`src/rtl/q2_sequencer.sv`:
```
// q2_sequencer: timing and state generator for the control decoder.
//
// Each machine state lasts two clocks while running: phase 0 settles with ws low, and
// phase 1 writes with ws high. The state advances on the edge that ends phase 1.
// The front-panel run and step inputs are synchronised. The machine only ever halts in
// FETCH phase 0, so an instruction always runs to completion.
//
// Parameters:
//   SYNC_STAGES  flops per synchroniser for run_sw / step_sw (minimum 2)
//   ALU_FIRST    first ALU-step state code; ALU steps run ALU_FIRST..15
//
// Ports:
//   clk        system clock
//   rst_n      asynchronous active-low reset
//   run_sw     run switch, asynchronous level
//   step_sw    single-step button, asynchronous level
//   op2        opcode bit 2 (indirect), valid from the first ADDR cycle
//   op5        opcode bit 5 (1 = store/jump class, no ALU steps)
//   s0..s3     machine state code {s3,s2,s1,s0}
//   ws         write strobe, high in phase 1 of each state
//   running    high while the sequencer is advancing states
//   inst_done  one-cycle pulse after a completed instruction returns to FETCH
module q2_sequencer #(
    parameter int unsigned SYNC_STAGES = 2,
    parameter int unsigned ALU_FIRST   = 4
) (
    input  logic clk,
    input  logic rst_n,
    input  logic run_sw,
    input  logic step_sw,
    input  logic op2,
    input  logic op5,
    output logic s0,
    output logic s1,
    output logic s2,
    output logic s3,
    output logic ws,
    output logic running,
    output logic inst_done
);

    localparam logic [3:0] FETCH    = 4'd0;
    localparam logic [3:0] ADDR     = 4'd1;
    localparam logic [3:0] LOAD     = 4'd2;
    localparam logic [3:0] EXEC     = 4'd3;
    localparam logic [3:0] ALU_CODE = 4'(ALU_FIRST);
    localparam logic [3:0] ALU_LAST = 4'hf;

    // Synchronisers and step edge detector
    logic [SYNC_STAGES-1:0] run_sync_q;
    logic [SYNC_STAGES-1:0] step_sync_q;
    logic                   step_prev_q;
    logic                   run_sync;
    logic                   step_sync;
    logic                   step_go;

    always_ff @(posedge clk or negedge rst_n) begin
        if (!rst_n) begin
            run_sync_q  <= '0;
            step_sync_q <= '0;
            step_prev_q <= 1'b0;
        end else begin
            run_sync_q  <= {run_sync_q[SYNC_STAGES-2:0], run_sw};
            step_sync_q <= {step_sync_q[SYNC_STAGES-2:0], step_sw};
            step_prev_q <= step_sync;
        end
    end

    assign run_sync  = run_sync_q[SYNC_STAGES-1];
    assign step_sync = step_sync_q[SYNC_STAGES-1];
    assign step_go   = step_sync & ~step_prev_q;

    // Sequencer state
    logic [3:0] state_q;
    logic [3:0] state_nx;
    logic       phase_q;
    logic       deref_done_q;
    logic       deref_nx;
    logic       running_q;
    logic       ws_q;
    logic       inst_done_q;
    // Set by step_go from halt so the first FETCH phase 0 is not taken as a halt point.
    logic       step_armed_q;

    // Successor state, applied only at the end of phase 1
    always_comb begin
        state_nx = FETCH;
        deref_nx = deref_done_q;
        case (state_q)
            FETCH: begin
                state_nx = ADDR;
                deref_nx = 1'b0;
            end
            ADDR: begin
                // One extra ADDR pass for indirect; op2 is ignored on the second pass.
                if (op2 && !deref_done_q) begin
                    state_nx = ADDR;
                    deref_nx = 1'b1;
                end else begin
                    state_nx = LOAD;
                end
            end
            LOAD: state_nx = EXEC;
            EXEC: state_nx = op5 ? FETCH : ALU_CODE;
            default: begin
                if (state_q >= ALU_CODE && state_q != ALU_LAST) begin
                    state_nx = state_q + 4'd1;
                end else begin
                    // Last ALU step, or an illegal code below ALU_FIRST
                    state_nx = FETCH;
                end
            end
        endcase
    end

    always_ff @(posedge clk or negedge rst_n) begin
        if (!rst_n) begin
            state_q      <= FETCH;
            phase_q      <= 1'b0;
            deref_done_q <= 1'b0;
            running_q    <= 1'b0;
            ws_q         <= 1'b0;
            inst_done_q  <= 1'b0;
            step_armed_q <= 1'b0;
        end else begin
            inst_done_q <= 1'b0;
            if (!running_q) begin
                // Halted in FETCH phase 0; run wins over a simultaneous step.
                phase_q <= 1'b0;
                ws_q    <= 1'b0;
                if (run_sync) begin
                    running_q <= 1'b1;
                end else if (step_go) begin
                    running_q    <= 1'b1;
                    step_armed_q <= 1'b1;
                end
            end else if (!phase_q) begin
                if (state_q == FETCH && !run_sync && !step_armed_q) begin
                    running_q <= 1'b0;
                    ws_q      <= 1'b0;
                end else begin
                    phase_q      <= 1'b1;
                    ws_q         <= 1'b1;
                    step_armed_q <= 1'b0;
                end
            end else begin
                phase_q      <= 1'b0;
                ws_q         <= 1'b0;
                state_q      <= state_nx;
                deref_done_q <= deref_nx;
                if (state_nx == FETCH) begin
                    inst_done_q <= 1'b1;
                end
            end
        end
    end

    assign s0        = state_q[0];
    assign s1        = state_q[1];
    assign s2        = state_q[2];
    assign s3        = state_q[3];
    assign ws        = ws_q;
    assign running   = running_q;
    assign inst_done = inst_done_q;

endmodule

```
`config.mk`:
```
export PLATFORM = sky130hd
export DESIGN_NAME = q2_sequencer
export DESIGN_NICKNAME = d
export VERILOG_FILES = /design/src/rtl/q2_sequencer.sv
export SDC_FILE = /design/constraint.sdc
export NUM_CORES = 1
export LEC_CHECK = 0
export CAP_MARGIN = 20
export CORE_AREA = 2 2 56 58
export DETAILED_ROUTE_END_ITERATION = 10
export DIE_AREA = 0 0 58 60
export HOLD_SLACK_MARGIN = 0.03
export PLACE_DENSITY = 0.42
export RECOVER_POWER = 50
export SLEW_MARGIN = 30
export SYNTH_ARGS = -nofsm -noshare
export SYNTH_HDL_FRONTEND = slang
export SYNTH_SLANG_ARGS = --single-unit
```
`constraint.sdc`:
```
create_clock -name clk -period 2.2 [get_ports clk]
set_input_delay 0.44 -clock clk [delete_from_list [all_inputs] [get_ports clk]]
set_output_delay 0.44 -clock clk [all_outputs]
set_load 0.02 [all_outputs]
```
==> metrics.cfg <==
[timing]
period_needed_ns = 1.92
max_slew_margin_pct = 59.7
clock_skew_ns = 0.00152
fin_crit_sh_pct = 87.1
rsz0062_at_grt = no
hold_violations = 0
tightestPinTransition_ns = 0.603
slew_violations = 0
max_clock_freq_mhz = 522
setup_viol = 0
tns_ns = 0

[drt]
ant_nets = 0
wirelength_um = 1230
wl_per_cell_um = 11.2
first_pass_iters = 4
dr.first_iter.drc_count = 4
viasPerCell = 4.35
drc = 0
vias = 478

[power]
leakage_nw = 0.365
powerDensity_nw_per_um2 = 1380
vdd.ir_drop.worst_uv = 618

[yosys]
yosysMostFrequentCell = dfrtp_1
yosysWarnings = 0
synth_top_area_share_pct = 52.4
synth_area_leaders = dfrtp_1 52%, ha_1 7.5%, o21ai_0 4.5%, inv_1 3.9%, mux2_2 3.4%
seq_area_frac_synth_pct = 52.4
synth_cells = 63
postSynthAreaPerCell_um2 = 10.6
syn_nets = 73
async_flop_share_pct = 100
yosys_most_used_dff = dfrtp_1
synth_edf_count = 0
yosysUniqueCellTypes = 25
synth_top_area_cell = dfrtp_1
synth.top_cells.by_count = 14 x dfrtp_1, 7 x inv_1, 6 x o21ai_0, 4 x ha_1
ys_ff_latch = 14
synth_area_um2 = 668

[clock_network]
htreeDepth = 1
cts_buffers = 3
cts_sinks = 14
holdBufCountCts = 0
ctsRootBufferMaster = clkbuf_4
path_clk_slew_ns = 0.08
cts_resized = 0
cts_tree = done
cts.path.max_buffers = 2
clk_latency_ns = 0.27
post-cts-setup-buffers = 0

[setup_path]
cp-end-kind = primary output
start_kind = flip-flop
path_cells = clkdlybuf4s50_1
cpMaxStageDelayCell = clkdlybuf4s50_1
rrSetupSlack_ns = 0.51
rr_endpoint = state_q[0]
crit_type = flip-flop to primary output
ff2ff_path_depth = 6
cp.arrival_ns = 1.48
r2r-start = state_q[0]
cp.required_ns = 1.76
crit_family = buffers and inverters
critPathMaxStageDelay_ns = 0.68
worst-path-max-fanout = 10
cp.buffers_inverters = 1

[cells_and_area]
drive_gt1_share_pct = 10.4
fin_nets = 88
area_growth_pct = 27.2
multiInputGateArea_um2 = 275
fin_cells = 110
n_antenna_cell = 0
final-seq-area_um2 = 350
fillCellCount = 313

[place]
portBuffers = 12
place_inst = 106
post-dp-hpwl_um = 934
gp_congestion = 0.706

[status]
status = complete, no violations

[global_routing]
grt_max_degree = 15
grt_antenna_before_repair = 0
grt_pass1_vias = 460
gr-usage-all-layers_pct = 8.38
grt.overflow.total = 0
grt_pass1_wl_um = 2050

[min_path]
min_path_cells = 0
holdPathEnd = step_sync_q[1]
hp-start = step_sync_q[0]
hp-class = flip-flop to flip-flop

[die]
ioPinCount = 13
fp.dieW_um = 58
initial_core_util_pct = 23.0
dieArea_um2 = 3480
core_region_area_um2 = 2900
fp-row-count = 20
die_h_um = 60

[job]
drv_cap = 0

==> cell families after synthesis <==
logic type / synth area share [%]
AND/OR/NAND/NOR: 14.6
adder cells (fa/ha/maj): 7.49
buffers and inverters: 6.37
multiplexers: 5.62
flip-flops: 52.4
AO/OA/AOI/OAI: 13.5
==> cell type report <==
cell class                 count  share of cell area, %
multi-input combinational     40                   32.4
sequential                    14                   41.2
timing repair buffer          12                   14.1
tap                           33                   4.86
inverter                       7                   3.09
clock buffer                   4                   4.27
==> metrics by stage <==
step                setup WS, ns  power, mW  instance area [µm²]  hold slack, ns  utilization, %
global route               0.217       1.29                  850           0.363            29.3
floorplan                  0.551      0.823                  668           0.144               -
CTS                        0.276       1.20                  850           0.354            29.3
finish                     0.284       1.18                  850           0.352            29.3
detailed placement         0.518       1.01                  813           0.335            28.0
global placement           0.527       1.01                  813           0.333            28.0
==> report_power, final <==
group | total, mW | switching [mW] | leakage (nW) | internal [mW]
Clock | 0.180 | 0.0796 | 0.0210 | 0.101
Sequential | 0.440 | 0.111 | 0.163 | 0.330
Combinational | 0.556 | 0.278 | 0.181 | 0.278
Total | 1.18 | 0.468 | 0.365 | 0.708
==> flip-flops by register name, indices dropped and copies added (netlist names) <==
register	cells
state_q	4
run_sync_q	2
ws	1
deref_done_q	1
step_prev_q	1
inst_done	1
running	1
step_armed_q	1
step_sync_q	2
==> cells in the final DEF, fill, tap and decap left out, drive strengths merged <==
cell type	netlist	routed
nor3b	1	1
inv	7	7
nor2b	1	1
and3	1	1
clkbuf	0	4
a21boi	1	1
or2	1	1
nor2	1	1
ha	4	4
nand3	3	3
o211ai	2	2
dlygate4sd3	0	3
a31oi	2	2
clkdlybuf4s50	0	9
nor4	2	2
nor3	2	2
dfrtp	14	14
nand2b	1	1
a21oi	3	3
and2	1	1
mux2	3	3
nand2	3	3
o21ai	8	8
==> metal layers <==
metal  part of all wire (%)  routed length (µm)  GRT usage (%)  vias to the layer above
met3                    4.2                  51           4.55                        2
met5                      0                   0              0                        -
met1                     49                 607           10.1                      222
met4                    2.2                  27           4.98                        0
met2                     44                 541           11.7                        9
li1                       -                   -              -                      245
==> how the worst max path moves through the flow <==
stage	to	cells after the start	start
2_1_floorplan	state_q[0]	6	state_q[0]
3_3_place_gp	state_q[0]	6	state_q[0]
3_5_place_dp	state_q[0]	6	state_q[0]
4_1_cts	s3	1	state_q[3]
5_1_grt	s3	1	state_q[3]
6_report	s3	1	state_q[3]
No activity file was read; power rests on OpenSTA's default activity.
